[config.mk]
export PLATFORM = sky130hd
export DESIGN_NAME = byte_striping_ctrl
export DESIGN_NICKNAME = d
export VERILOG_FILES = /design/src/rtl/byte_striping_ctrl.sv
export SDC_FILE = /design/constraint.sdc
export NUM_CORES = 1
export LEC_CHECK = 0
export CELL_PAD_IN_SITES_DETAIL_PLACEMENT = 1
export CELL_PAD_IN_SITES_GLOBAL_PLACEMENT = 2
export CORE_AREA = 2 2 113 60
export CTS_CLUSTER_SIZE = 16
export DETAILED_ROUTE_END_ITERATION = 10
export DIE_AREA = 0 0 115 62
export PLACE_DENSITY_LB_ADDON = 0.1
export SETUP_SLACK_MARGIN = 0.2
export SLEW_MARGIN = 15
export SYNTH_ARGS = -nofsm -noshare
export SYNTH_HDL_FRONTEND = slang
export SYNTH_SLANG_ARGS = --single-unit
[constraint.sdc]
create_clock -name clk1Mhz -period 2.5 [get_ports clk1Mhz]
set_input_delay 0.5 -clock clk1Mhz [delete_from_list [all_inputs] [get_ports clk1Mhz]]
set_output_delay 0.5 -clock clk1Mhz [all_outputs]
set_load 0.01 [all_outputs]
[src/rtl/byte_striping_ctrl.sv]
// Lane scheduler for the 4-lane byte-striping datapath.
// Accepts bytes over inVLD/inRDY and spreads them round-robin over 1, 2 or 4
// lanes with registered one-hot write strobes. A stripe that stalls part-way
// is closed with PAD_BYTE after PAD_TIMEOUT idle cycles.
module byte_striping_ctrl #(
   parameter logic [7:0] PAD_BYTE    = 8'hF7,
   parameter int         PAD_TIMEOUT = 4
) (
   input  logic       clk1Mhz,
   input  logic       reset,
   input  logic       enb,
   input  logic [1:0] laneMode,
   input  logic       inVLD,
   input  logic [7:0] inData,
   output logic       inRDY,
   output logic [3:0] laneWE,
   output logic [1:0] laneSel,
   output logic [7:0] laneData,
   output logic       stripeVLD,
   output logic       padActive,
   output logic [7:0] stripeCnt
);

   typedef enum logic [1:0] {
      IDLE = 2'd0,
      FILL = 2'd1,
      PAD  = 2'd2
   } state_t;

   localparam logic [3:0] PAD_TO_C = 4'(PAD_TIMEOUT);

   state_t     state_r;
   state_t     state_nxt_s;
   logic [1:0] ptr_r;
   logic [1:0] ptr_nxt_s;
   logic [3:0] idle_cnt_r;
   logic [3:0] idle_nxt_s;
   logic [1:0] mode_r;
   logic [1:0] mode_eff_s;
   logic [1:0] last_idx_s;
   logic       xfer_s;
   logic       wr_s;
   logic       done_s;
   logic [7:0] wr_data_s;

   // One-hot strobe for a lane index.
   function automatic logic [3:0] one_hot(input logic [1:0] idx);
      logic [3:0] oh;
      case (idx)
         2'd0:    oh = 4'b0001;
         2'd1:    oh = 4'b0010;
         2'd2:    oh = 4'b0100;
         2'd3:    oh = 4'b1000;
         default: oh = 4'b0000;
      endcase
      return oh;
   endfunction

   // Index of the last lane of a stripe for a given mode; 11 behaves as x4.
   function automatic logic [1:0] last_lane(input logic [1:0] mode);
      logic [1:0] li;
      case (mode)
         2'b00:   li = 2'd0;
         2'b01:   li = 2'd1;
         default: li = 2'd3;
      endcase
      return li;
   endfunction

   // In IDLE the mode register tracks laneMode, so the live value is the one
   // that will be latched when the first byte of a stripe is accepted.
   assign mode_eff_s = (state_r == IDLE) ? laneMode : mode_r;
   assign last_idx_s = last_lane(mode_eff_s);

   assign inRDY  = enb & ~reset & ((state_r == IDLE) | (state_r == FILL));
   assign xfer_s = inVLD & inRDY;

   // Next-state, pointer, idle counter and write request.
   always_comb begin
      state_nxt_s = state_r;
      ptr_nxt_s   = ptr_r;
      idle_nxt_s  = idle_cnt_r;
      wr_s        = 1'b0;
      done_s      = 1'b0;
      wr_data_s   = inData;
      if (enb) begin
         case (state_r)
            IDLE: begin
               idle_nxt_s = 4'd0;
               if (xfer_s) begin
                  wr_s = 1'b1;
                  if (last_idx_s == 2'd0) begin
                     done_s    = 1'b1;
                     ptr_nxt_s = 2'd0;
                  end else begin
                     ptr_nxt_s   = 2'd1;
                     state_nxt_s = FILL;
                  end
               end else begin
                  ptr_nxt_s = 2'd0;
               end
            end
            FILL: begin
               if (xfer_s) begin
                  wr_s       = 1'b1;
                  idle_nxt_s = 4'd0;
                  if (ptr_r == last_idx_s) begin
                     done_s      = 1'b1;
                     ptr_nxt_s   = 2'd0;
                     state_nxt_s = IDLE;
                  end else begin
                     ptr_nxt_s = ptr_r + 2'd1;
                  end
               end else if ((idle_cnt_r + 4'd1) == PAD_TO_C) begin
                  idle_nxt_s  = 4'd0;
                  state_nxt_s = PAD;
               end else begin
                  idle_nxt_s = idle_cnt_r + 4'd1;
               end
            end
            PAD: begin
               wr_s      = 1'b1;
               wr_data_s = PAD_BYTE;
               if (ptr_r == last_idx_s) begin
                  done_s      = 1'b1;
                  ptr_nxt_s   = 2'd0;
                  state_nxt_s = IDLE;
               end else begin
                  ptr_nxt_s = ptr_r + 2'd1;
               end
            end
            default: begin
               state_nxt_s = IDLE;
               ptr_nxt_s   = 2'd0;
               idle_nxt_s  = 4'd0;
            end
         endcase
      end else begin
         state_nxt_s = state_r;
      end
   end

   // Control state: FSM state, lane pointer, idle counter and latched mode.
   always_ff @(posedge clk1Mhz) begin
      if (reset) begin
         state_r    <= IDLE;
         ptr_r      <= 2'd0;
         idle_cnt_r <= 4'd0;
         mode_r     <= 2'b10;
      end else begin
         state_r    <= state_nxt_s;
         ptr_r      <= ptr_nxt_s;
         idle_cnt_r <= idle_nxt_s;
         if (enb && (state_r == IDLE)) begin
            mode_r <= laneMode;
         end
      end
   end

   // Registered lane write port; select and data hold between writes.
   always_ff @(posedge clk1Mhz) begin
      if (reset) begin
         laneWE   <= 4'd0;
         laneSel  <= 2'd0;
         laneData <= 8'd0;
      end else begin
         laneWE <= wr_s ? one_hot(ptr_r) : 4'd0;
         if (wr_s) begin
            laneSel  <= ptr_r;
            laneData <= wr_data_s;
         end
      end
   end

   // Stripe completion pulse, completed-stripe counter and pad indicator.
   always_ff @(posedge clk1Mhz) begin
      if (reset) begin
         stripeVLD <= 1'b0;
         stripeCnt <= 8'd0;
         padActive <= 1'b0;
      end else begin
         stripeVLD <= done_s;
         padActive <= (state_r == PAD);
         if (done_s) begin
            stripeCnt <= stripeCnt + 8'd1;
         end
      end
   end

endmodule

**Yosys cells after proc, flatten, opt, wreduce, memory -nomap -nowiden**

Index checks and enable logic that the tools add are counted.

- Register bits: 34
- Bits of input ports: 14
- Output and inout port bits: 25

- $add $sub $neg: 3
- Eq/ne operators: 12
- Multiplexer cells: 28
- Bitwise gates (word level): 7
- Reductions and logical operators: 10

Operator list:

| kind | number |
|---|---|
| $mux 2 | 9 |
| $mux 8 | 2 |
| $pmux 4 s4 | 1 |
| $pmux 2 s3 | 2 |
| $add 8x1->8 const B | 1 |
| $logic_not 2->1 | 4 |
| $mux 1 | 8 |
| $mux 4 | 2 |
| $pmux 4 s2 | 1 |
| $eq 2x1->1 const B | 3 |
| $eq 2x2->1 const B | 3 |
| $ne 2x2->1 const B | 3 |
| $add 4x1->4 const B | 1 |
| $eq 4x3->1 const B | 1 |
| $pmux 2 s2 | 1 |
| $reduce_and 2->1 | 2 |
| $reduce_and 4->1 | 1 |
| $reduce_or 2->1 | 2 |
| $and 1x1->1 | 3 |
| $ne 3x2->1 const B | 1 |
| $not 1->1 | 3 |
| $pmux 1 s3 | 1 |
| $add 2x1->2 const B | 1 |
| $eq 2x2->1 | 1 |
| other kinds (3) | 3 |

**Longest topological paths before layout**

Gate-level depths: netlist of the first run.

- Depth after elaboration: 9
- Depth in mapped cells: 9

**Least setup slack after synthesis of the first run**

OpenSTA, ideal clock, no wires.

- Kind: flip-flop to flip-flop
- Start: register state_r[0]
- End: register stripeCnt[4]
- Setup time: 0.123 ns
- Data arrival time: 2.144 ns
- Path slack: 0.233 ns
- Cell stages (with the launch flop): 10
- Cell sequence: dfxtp_1 inv_1 ha_1 buf_6 nor3b_4 o31ai_2 o2111ai_2 a211oi_2 and3_1 mux2_1

- Word-level cells in the longest chain between the ends: 9
- Elaborated cells on any way between the ends: 18
- Those cells by class: 4 x eq/ne; 8 x mux; 3 x bitwise; 3 x reduce/logical

RTL lines:

| element | RTL line | RTL |
|---|---|---|
| from (decl) | 32 | `state_t state_r;` |
| from (signal assigned) | 151 | `state_r <= state_nxt_s;` |
| $logic_not 2->1 | 72, 75, 87 |  |
| $mux 2 | 72 | `assign mode_eff_s = (state_r == IDLE) ? laneMode : mode_r;` |
| $eq 2x1->1 / $logic_not 2->1 (equally long branches) | 62 | `case (mode)` |
| $pmux 2 s2 | 62 |  |
| $eq 2x2->1 / $logic_not 2->1 (equally long branches) | 107, 124, 92 |  |
| $mux 1 (on tied branches) | 107, 124, 92 |  |
| $mux 1 (on tied branches) | 104, 90 |  |
| $pmux 1 s3 (*) | 87 | `case (state_r)` |
| $mux 1 (*) | 86 | `if (enb) begin` |
| to (signal assigned) | 185 | `stripeCnt <= stripeCnt + 8'd1;` |
| to (decl) | 21 | `output logic [7:0] stripeCnt` |

Every way passes the cells marked *; elsewhere a longest branch is shown, timed or not.
A chain may end at the register's enable or synchronous reset.

**Worst setup path after layout of the first run**

- Start: register state_r[0]
- End: register stripeCnt[7]

Same word-level chain as after synthesis.

==> implementation parameters, run 1 <==
Parameter                              Value

Run status
  Run status ... complete, no violations

Global route
  Maximum number of pins on one net before global-route repair ... 29
  First-pass GRT wire length ... 7.80 mm
  Vias in the first global route ... 1,511
  Overflow after GRT ... 0
  Number of antenna violations at the first check in global routing ... 0
  All-Layer GR Usage ... 0.143

Setup path
  CP Data Arrival Time ... 2.33 ns
  Cell family with the largest share of critical-path delay ... simple AND/OR/NAND/NOR gates
  Crit Reg-Reg Startpoint ... state_r[0]
  Crit path cell chain ... inv_2, ha_4, nor3b_4, or3_4, o2111ai_2, a21oi_2, and4_1, mux2_1
  Count of buffer and inverter cells on the critical path ... 1
  Length in cells of the worst reg-to-reg path ... 8
  Worst setup SP type ... register
  Reg2Reg Setup Slack ... 0.34 ns
  Start-to-end type of the worst setup path ... register to register
  Biggest fanout along the worst timing path ... 6
  Slowest CP cell ... nor3b_4
  Max incr delay on CP ... 0.33 ns
  Required time of the critical path ... 2.66 ns
  Category of the worst setup path capture point ... register
  Worst reg2reg path endpoint ... stripeCnt[7]

Logic synthesis
  Most area-hungry cell type in the Yosys netlist ... dfxtp_1
  Total of flip-flops plus latches after synthesis ... 34
  Share of flip-flops with an asynchronous set or reset after synthesis ... 0
  Per-instance average area after synthesis ... 8.68 um2
  Arithmetic-cell share of the synthesized area counting full adders, half adders and majority gates ... 0.0789
  Leading cell types by total area after synthesis ... dfxtp_1 (39%), ha_1 (7.9%), nor2_1 (5.4%)
  Share of Yosys cell area claimed by the top area cell type ... 0.390
  Synth cell types ... 47
  Main combinational cell family by area after synthesis ... simple AND/OR/NAND/NOR gates
  Number of warning messages in the yosys log ... 0
  Synth Area in Compound Gates ... 0.141
  Post-synthesis cell count ... 201
  Post-synthesis sequential area ratio ... 0.390
  Most used flip-flop cell after synthesis ... dfxtp_1
  Area of the mapped netlist ... 0.00175 mm2
  Simple-gate portion of the synthesized area ... 0.295
  Mapped Nets ... 226
  Multiplexer share of the synthesized area ... 0.0373
  Xor and xnor area share after synthesis ... 0.0201
  Count of flip-flops with a built-in enable after synthesis ... 0

Route
  Via count ... 1,583
  Post-route DRC violation count ... 0
  ANT nets after route ... 0
  Wirelength, routed ... 4.88 mm
  Initial drt markers ... 46
  DR vias/cell ... 4.66
  DRT Pass-1 Iters ... 4
  Routed WL per cell ... 14.4 um

Floorplanning
  X dimension of the die ... 115 um
  Starting Density ... 0.277
  I/O pin cnt ... 39
  Placement Rows ... 21
  Area of the die ... 0.00713 mm2
  Area of the core region ... 0.00631 mm2
  Die Ht ... 62 um

Cells and area
  Area Overhead vs Synth ... 45.4%
  Most frequent cells in the layout ... dfxtp_1 (34), clkdlybuf4s50_1 (34), nor2_1 (24)
  Fin util ... 0.402
  Area occupied by multi-input gates ... 0.00103 mm2
  Final design instance area without fill ... 0.00254 mm2
  Share of cells above drive strength 1 ... 0.169
  Number of antenna cells inserted ... 0
  Sequential cell area ... 681 um2
  Net count of the finished layout ... 284
  Filler Cell Count ... 754

Power and ir drop
  Leakage power of the design ... 1.03 nW
  Highest ir drop seen on vdd ... 260 uV
  Areal power density over the cells ... 543 mW/mm2

Clocking
  CTS Root Buffer Type ... clkbuf_16
  Max Buffers Root-to-Sink ... 2
  Clock tree from TritonCTS ... built
  Count of clock tree sinks ... 34
  Post-CTS Hold Buffers ... 0
  Number of buffers created by CTS ... 5
  H-tree level count ... 2
  Worst-path clk slew ... 0.05 ns
  Clock insertion delay at the later pin of the skew report ... 0.28 ns

Timing
  Tightest Pin Transition ... 0.370 ns
  Final setup vio count ... 0
  Maximum achievable frequency ... 462 MHz
  Worst rel slew slack ... 0.753
  Max Transition Viols Final ... 0
  Worst clock skew ... 0.00540 ns
  Share of the clock period used by the worst path ... 0.865
  Worst slack on hold paths ... 0.462 ns
  Hold violation total from the final report ... 0
  RSZ-0062 raised after global routing ... no
  Final min period ... 2.16 ns

Place
  GP Congestion ... 0.779
  Port-buffer cells ... 38
  Hpwl dp ... 3.58 mm
  Post-Place Cell Area ... 0.00232 mm2

Flow run
  Max-capacitance violation count ... 0

Worst hold path
  Path type of the worst min-delay path ... register to register
  Worst hold path startpoint ... laneSel[1]
  End point of the worst hold path ... laneSel[1]
  Count of cells along the worst hold path ... 2
-- kinds of logic after synthesis --
group | count (synthesis)
XOR/XNOR | 4
multiplexers | 6
adder cells (fa/ha/maj) | 11
AND/OR/NAND/NOR | 96
flip-flops | 34
buffers and inverters | 16
AO/OA/AOI/OAI | 34
-- routing by layer --
metal,up-vias,wire (um),GRT usage
li1,819,-,-
met1,725,2770,0.223
met2,36,1820,0.195
met3,3,276,0.0388
met4,0,14,0.0258
met5,-,0,0
-- layout make-up --
type	instances	area share
clock inverter	2	0.00493
tap	80	0.0394
multi-input combinational	151	0.406
clock buffer	6	0.0547
sequential	34	0.268
timing repair buffer	60	0.216
inverter	7	0.0104
-- state kept, by name (all words and copies together) (netlist names) --
signal      count
state_r         2
stripeVLD       1
stripeCnt       8
mode_r          2
laneData        8
laneWE          4
ptr_r           2
idle_cnt_r      4
padActive       1
laneSel         2
-- through the flow --
step           worst slack, ns  power [mW]  cells  setup TNS [ns]
6_report                 0.337        1.38    340               0
5_1_grt                  0.227        1.45    340               0
4_1_cts                  0.216        1.39    336               0
3_5_place_dp           -0.0302       0.743    328         -0.0406
3_3_place_gp            0.0265       0.744    328               0
2_1_floorplan            0.233       0.662    201               0
-- cell usage after synthesis, drive strengths merged, types with 2 or more instances --
| master | instances |
|---|---|
| mux2 | 4 |
| clkbuf | 6 |
| nor2b | 6 |
| or3 | 2 |
| nor3 | 17 |
| nand2 | 14 |
| dfxtp | 34 |
| a31o | 3 |
| o21ai | 4 |
| xnor2 | 3 |
| a211oi | 2 |
| a21oi | 13 |
| nand3b | 3 |
| o31ai | 3 |
| nor2 | 25 |
| and2 | 6 |
| and3 | 6 |
| nand2b | 5 |
| mux2i | 2 |
| ha | 11 |
| nor3b | 2 |
| nand3 | 4 |
| buf | 3 |
| inv | 7 |
-- report_power, final --
group          internal (mW)  switching, mW  total [mW]
combinational         0.0907         0.0895       0.180
sequential             0.555         0.0115       0.567
clock                  0.394          0.237       0.631
-- how the worst max path moves through the flow --
| stage | start | to | slack, ns | cells past startpoint |
|---|---|---|---|---|
| after floorplan | state_r[0] | stripeCnt[4] | 0.23 | 9 |
| after global placement | laneMode[1] | stripeCnt[7] | 0.03 | 7 |
| after detailed placement | laneMode[1] | stripeCnt[7] | -0.03 | 7 |
| after CTS | state_r[0] | stripeCnt[7] | 0.22 | 8 |
| after global routing | state_r[0] | stripeCnt[4] | 0.23 | 8 |
| final | state_r[0] | stripeCnt[7] | 0.34 | 8 |
-- worst reg2reg max path, delay by kind of cell, from the launching register on --
kind | cells | cell delay [ns]
simple gates | 3 | 0.75
compound gates | 2 | 0.43
flops | 1 | 0.31
mux | 1 | 0.31
fa+ha+maj | 1 | 0.18
buf+inv | 1 | 0.08
-- repair_timing --
item / in CTS / in global routing
resized for setup: 2 / 11
endpoints found under the setup margin: 5 / 8
endpoints found under the hold margin: 0 / 0
pin swaps: 0 / 7
buffers inserted: 0 / 4
No activity file was read; power rests on OpenSTA's default activity.
==> run 2: changes to the inputs <==
==> config.mk (replaced) <==
export PLATFORM = sky130hd
export DESIGN_NAME = byte_striping_ctrl
export DESIGN_NICKNAME = d
export VERILOG_FILES = /design/src/rtl/byte_striping_ctrl.sv
export SDC_FILE = /design/constraint.sdc
export NUM_CORES = 1
export LEC_CHECK = 0
export ABC_AREA = 1
export CELL_PAD_IN_SITES_DETAIL_PLACEMENT = 1
export CELL_PAD_IN_SITES_GLOBAL_PLACEMENT = 2
export CORE_AREA = 2 2 117 62
export DETAILED_ROUTE_END_ITERATION = 10
export DIE_AREA = 0 0 119 64
export PLACE_DENSITY_LB_ADDON = 0.1
export SETUP_SLACK_MARGIN = 0.2
export SLEW_MARGIN = 20
export SYNTH_ARGS = -nofsm -noshare
export SYNTH_HDL_FRONTEND = slang
export SYNTH_SLANG_ARGS = --single-unit
==> run 2 against run 1 <==
Combinational power fell by 20%. Non-clock buffer count fell by 18. Sequential share of layout area rose by 1.5 points. Setup slack improved by 0.039 ns. Die area rose by 6.8%. Global-route usage rose by 0.13 points. Clock power rose by 15%. Core utilization fell by 3.4 points. Flip-flop and latch count did not move. Register-to-register slack improved by 0.13 ns. Via count rose by 3.4%. Synthesized area fell by 0.93%. Highest routed layer unchanged.
==> implementation parameters, run 2 <==
Parameter                              Value

Logic synthesis
  Post-synthesis cell count ... 235
  Number of warning messages in the yosys log ... 0
  Mapped Nets ... 260
  Leading cell types by total area after synthesis ... dfxtp_1 (39%), nand2_1 (10%), ha_1 (8.0%)
  Per-instance average area after synthesis ... 7.36 um2
  Post-synthesis sequential area ratio ... 0.394
  Top cells by count, synth ... nand2_1 (46), dfxtp_1 (34), inv_1 (26)
  Most common cell in the netlist ... nand2_1
  Share of Yosys cell area claimed by the top area cell type ... 0.394
  Most used flip-flop cell after synthesis ... dfxtp_1
  Most area-hungry cell type in the Yosys netlist ... dfxtp_1
  Total of flip-flops plus latches after synthesis ... 34
  Synth cell types ... 28
  Area of the mapped netlist ... 0.00173 mm2
  Count of flip-flops with a built-in enable after synthesis ... 0
  Share of flip-flops with an asynchronous set or reset after synthesis ... 0

Power and ir drop
  Highest ir drop seen on vdd ... 289 uV
  Fraction of power spent switching nets ... 0.227
  Proportion of power drawn by flip-flops and latches ... 0.392
  Psw ... 326 uW
  Cell-internal power ... 1.11 mW
  Leakage power of the design ... 1.02 nW
  Areal power density over the cells ... 595 mW/mm2
  Power share of the combinational group ... 0.100
  Clock Power Share ... 0.508

Global route
  Maximum number of pins on one net before global-route repair ... 20
  First-pass GRT wire length ... 8.63 mm
  Vias in the first global route ... 1,741
  Number of antenna violations at the first check in global routing ... 0
  Overflow after GRT ... 0
  All-Layer GR Usage ... 0.145

Timing
  Final min period ... 2.12 ns
  Worst path setup slack after routing ... 0.376 ns
  Fin Setup TNS ... 0 ns
  Final setup vio count ... 0
  Tightest Pin Transition ... 0.461 ns
  Hold violation total from the final report ... 0
  Max Transition Viols Final ... 0
  RSZ-0062 raised after global routing ... no
  Worst clock skew ... 0.00648 ns
  Share of the clock period used by the worst path ... 0.849
  Worst rel slew slack ... 0.693
  Maximum achievable frequency ... 471 MHz

Setup path
  CP Data Arrival Time ... 1.62 ns
  Slowest CP cell ... dfxtp_1
  Worst setup SP type ... register
  Required time of the critical path ... 2.00 ns
  Biggest fanout along the worst timing path ... 5
  Category of the worst setup path capture point ... primary output
  Max incr delay on CP ... 0.41 ns
  Crit path cell chain ... inv_1, ha_4, inv_2, nand2_1, nand2_1, inv_1, dlygate4sd2_1
  Start-to-end type of the worst setup path ... register to primary output

Cells and area
  Most common cell after layout, fill and taps aside ... nand2_1
  Area occupied by multi-input gates ... 922 um2
  Most frequent cells in the layout ... nand2_1 (46), clkdlybuf4s50_1 (37), dfxtp_1 (33)
  Sequential cell area ... 682 um2
  Net count of the finished layout ... 304
  Share of cells above drive strength 1 ... 0.111
  Leading registers by flop count ... laneData (8), stripeCnt (8)
  Number of antenna cells inserted ... 0
  Area Overhead vs Synth ... 39.4%
  Filler Cell Count ... 791

Clocking
  Count of clock tree sinks ... 34
  Worst-path clk slew ... 0.06 ns
  Number of buffers created by CTS ... 5
  Clock insertion delay at the later pin of the skew report ... 0.28 ns
  Clock tree from TritonCTS ... built
  Max Buffers Root-to-Sink ... 2
  H-tree level count ... 2
  CTS Root Buffer Type ... clkbuf_16

Worst hold path
  Path type of the worst min-delay path ... register to register

Place
  GP Congestion ... 0.752
  Setup WS pre-CTS ... 0.138 ns
  Port-buffer cells ... 38
  Hpwl dp ... 3.68 mm

Floorplanning
  Placement Rows ... 21
  Area of the die ... 0.00762 mm2
  Die Ht ... 64 um
  Starting Density ... 0.264
  Area of the core region ... 0.00654 mm2
  X dimension of the die ... 119 um
  I/O pin cnt ... 39

Run status
  Run status ... complete, no violations

Route
  Routed WL per cell ... 13.3 um
  DR vias/cell ... 4.41
  Post-route DRC violation count ... 0
  Wirelength, routed ... 4.92 mm
  Via count ... 1,637
  DRT Pass-1 Iters ... 4
  ANT nets after route ... 0
  Initial drt markers ... 101

Flow run
  Max-capacitance violation count ... 0
==> run 2: logic make-up (layout without fill, tap and decap cells) <==
family	after synthesis	count (layout)	share of synthesized area
AOI/OAI and AO/OA	36	36	0.113
xor gates and xnor gates	7	7	0.0355
buffers and inverters	35	79	0.0818
DFF	34	34	0.394
adders and majority gates	11	11	0.0796
and+or+nand+nor	112	112	0.297
==> run 2: worst max-delay path: cells and delay by family (launching register included) <==
kind	cells	cell delay [ns]
DFF	1	0.41
buffers and inverters	4	0.55
adders and majority gates	1	0.21
and+or+nand+nor	2	0.19
==> run 2: power by group through the flow <==
stage | Combinational, mW | Sequential (mW) | Clock [mW]
2_1_floorplan | 0.0752 | 0.576 | 0
6_report | 0.144 | 0.562 | 0.728
3_5_place_dp | 0.143 | 0.574 | 0
5_1_grt | 0.162 | 0.564 | 0.780
4_1_cts | 0.146 | 0.562 | 0.749
3_3_place_gp | 0.141 | 0.574 | 0
==> run 2: stage by stage <==
| stage | std cells | power [mW] | util | hold WS (ns) | cell area, um2 |
|---|---|---|---|---|---|
| 6_report | 371 | 1.43 | 0.369 | 0.459 | 2410 |
| 4_1_cts | 371 | 1.46 | 0.369 | 0.464 | 2410 |
| 2_1_floorplan | 235 | 0.651 | - | 0.429 | 1730 |
| 3_3_place_gp | 364 | 0.715 | 0.340 | 0.445 | 2230 |
| 3_5_place_dp | 364 | 0.717 | 0.340 | 0.454 | 2230 |
| 5_1_grt | 371 | 1.51 | 0.369 | 0.481 | 2410 |
==> run 2: path summary, 6_finish.rpt <==
check             start            to  slack (ns)  depth (start not counted)
max          state_r[0]         inRDY        0.38                          7
min           mode_r[0]     mode_r[0]        0.46                          2
max reg2reg  state_r[0]  stripeCnt[2]        0.47                          9
min reg2reg   mode_r[0]     mode_r[0]        0.46                          2
==> run 2: per-layer routing <==
layer / global-route usage / vias to the layer above / wire (um)
li1: - / 843 / -
met1: 0.187 / 759 / 2550
met2: 0.233 / 29 / 2100
met3: 0.0482 / 6 / 214
met4: 0.0357 / 0 / 46
met5: 0 / - / 0
==> run 2: what timing repair did <==
action,4_1_cts,5_1_grt
hold buffers,0,0
hold endpoints to repair,0,0
setup buffers,0,0
resized for setup,6,0
endpoints found under the setup margin,1,0
==> run 2: layout make-up <==
class,count,share of cell area
timing repair buffer,42,0.170
clock buffer,6,0.0576
inverter,30,0.0472
tap,92,0.0477
clock inverter,1,0.0125
sequential,34,0.283
multi-input combinational,166,0.382
==> run 3: changes to the inputs <==
==> constraint.sdc (replaced) <==
create_clock -name clk1Mhz -period 2.2 [get_ports clk1Mhz]
set_input_delay 0.44 -clock clk1Mhz [delete_from_list [all_inputs] [get_ports clk1Mhz]]
set_output_delay 0.44 -clock clk1Mhz [all_outputs]
set_load 0.01 [all_outputs]
==> run 3 against run 2 <==
Critical path depth is the same. Combinational power increased by 22%. Largest cell class unchanged. Largest power group unchanged. Cell area is 2.4% higher. Count of clock-buffer cells in the layout decreased by 1. Flip-flop and latch count stayed put. Sequential power grew 14%.
==> implementation parameters, run 3 (synthesis results as in run 2) <==
Parameter                              Value

Route
  Post-route DRC violation count ... 0
  ANT nets after route ... 0
  Routed WL per cell ... 13.2 um
  DR vias/cell ... 4.41
  Wirelength, routed ... 5.01 mm
  Initial drt markers ... 37
  DRT Pass-1 Iters ... 4
  Via count ... 1,677

Cells and area
  Filler Cell Count ... 792
  Most frequent cells in the layout ... nand2_1 (45), clkdlybuf4s50_1 (37), dfxtp_1 (33)
  Most common cell after layout, fill and taps aside ... nand2_1
  Number of antenna cells inserted ... 0
  Leading registers by flop count ... laneData (8), stripeCnt (8)
  Share of cells above drive strength 1 ... 0.153
  Final design instance area without fill ... 0.00247 mm2
  Net count of the finished layout ... 313
  Area Overhead vs Synth ... 42.8%

Setup path
  Reg2Reg Setup Slack ... 0.40 ns
  Count of buffer and inverter cells on the critical path ... 4
  Critical path launch point ... state_r[1]
  Biggest fanout along the worst timing path ... 4
  Worst setup path endpoint ... inRDY
  Cell repeated most along the worst path ... inv_2
  Crit path cell chain ... inv_2, ha_2, inv_2, nand2_2, nand2_1, inv_1, dlygate4sd2_1
  Start-to-end type of the worst setup path ... register to primary output
  Length in cells of the worst reg-to-reg path ... 14
  Slowest CP cell ... dfxtp_1
  Max incr delay on CP ... 0.34 ns
  Category of the worst setup path capture point ... primary output
  CP Data Arrival Time ... 1.46 ns
  Worst reg2reg path endpoint ... stripeCnt[3]
  Cell family with the largest share of critical-path delay ... buffers and inverters
  Crit Reg-Reg Startpoint ... state_r[1]
  Required time of the critical path ... 1.76 ns
  Worst setup SP type ... register
  Count of cell instances traversed by the critical path ... 7

Timing
  Max Transition Viols Final ... 0
  Share of the clock period used by the worst path ... 0.864
  RSZ-0062 raised after global routing ... yes
  Tightest Pin Transition ... 0.245 ns
  Hold violation total from the final report ... 0
  Worst rel slew slack ... 0.837
  Final setup vio count ... 0
  Final min period ... 1.90 ns
  Fin Setup TNS ... 0 ns
  Worst clock skew ... 0.00345 ns
  Maximum achievable frequency ... 526 MHz
  Worst slack on hold paths ... 0.457 ns

Floorplanning
  Die Ht ... 64 um
  X dimension of the die ... 119 um
  Area of the core region ... 0.00654 mm2
  Placement Rows ... 21
  Starting Density ... 0.264
  I/O pin cnt ... 39
  Area of the die ... 0.00762 mm2

Place
  Port-buffer cells ... 38
  Hpwl dp ... 3.72 mm
  Post-Place Cell Area ... 0.00229 mm2
  GP Congestion ... 0.795

Global route
  Overflow after GRT ... 0
  Vias in the first global route ... 1,746
  Number of antenna violations at the first check in global routing ... 0
  Maximum number of pins on one net before global-route repair ... 20
  All-Layer GR Usage ... 0.145
  First-pass GRT wire length ... 8.66 mm

Clocking
  Post-CTS Hold Buffers ... 0
  Max Buffers Root-to-Sink ... 2
  Count of clock tree sinks ... 34
  Number of buffers created by CTS ... 5
  Clock tree from TritonCTS ... built
  CTS Root Buffer Type ... clkbuf_16
  H-tree level count ... 2
  Worst-path clk slew ... 0.05 ns
  Clock insertion delay at the later pin of the skew report ... 0.28 ns

Power and ir drop
  Highest ir drop seen on vdd ... 250 uV
  Areal power density over the cells ... 601 mW/mm2
  Leakage power of the design ... 1.06 nW

Worst hold path
  Path type of the worst min-delay path ... register to register

Flow run
  Max-capacitance violation count ... 0

Run status
  Run status ... complete, no violations
run 3: per-layer routing:
layer / part of all wire / vias to the layer above / wire length (um) / track usage
li1: - / 865 / - / -
met1: 0.50 / 779 / 2530 / 0.186
met2: 0.44 / 26 / 2220 / 0.236
met3: 0.043 / 7 / 214 / 0.0464
met4: 0.011 / 0 / 54 / 0.0402
met5: 0 / - / 0 / 0
run 3: worst min-delay path by stage:
stage	slack, ns	from	cells past startpoint	endpoint
6_report	0.46	mode_r[0]	2	mode_r[0]
5_1_grt	0.49	mode_r[0]	2	mode_r[0]
4_1_cts	0.46	mode_r[0]	2	mode_r[0]
3_5_place_dp	0.46	mode_r[0]	2	mode_r[0]
3_3_place_gp	0.44	mode_r[0]	2	mode_r[0]
2_1_floorplan	0.43	mode_r[0]	2	mode_r[0]
run 3: worst reg2reg max path: stages (launching register included):
cell and delay (ns):
dfxtp_1 0.31, inv_2 0.11, ha_4 0.16, inv_2 0.04, buf_4 0.14, nand2_1 0.09, nand2_2 0.08, nand2_1 0.08
nand2_1 0.05, nand2_1 0.08, nand3_1 0.09, nand2_2 0.15, buf_12 0.14, nand3_1 0.08, a21oi_2 0.13
run 3: stage by stage:
step           cells  utilization  setup WS (ns)  power, mW
3_3_place_gp     371        0.350         0.0203      0.820
2_1_floorplan    235            -          0.538      0.740
6_report         380        0.377          0.299       1.48
4_1_cts          379        0.373          0.224       1.51
3_5_place_dp     371        0.350         0.0133      0.823
5_1_grt          380        0.377          0.169       1.56
run 3: area by class of cell:
class	count	area, um2	area share
timing repair buffer	51	489	0.198
sequential	34	682	0.276
inverter	30	114	0.0461
clock buffer	5	125	0.0507
tap	92	115	0.0466
clock inverter	2	10.0	0.00405
multi-input combinational	166	933	0.378
run 3: where the power goes:
| part | switching [mW] | leakage, nW | internal, mW |
|---|---|---|---|
| Sequential | 0.00912 | 0.276 | 0.630 |
| Clock | 0.260 | 0.0694 | 0.408 |
| Combinational | 0.0963 | 0.713 | 0.0793 |
| Total | 0.365 | 1.06 | 1.12 |
run 3: repair_timing:
item	CTS	global route
gates resized for setup	5	6
endpoints found under the hold margin	0	0
buffers inserted	1	1
setup endpoints to repair	1	11
pin swaps	0	5
gates cloned	0	0
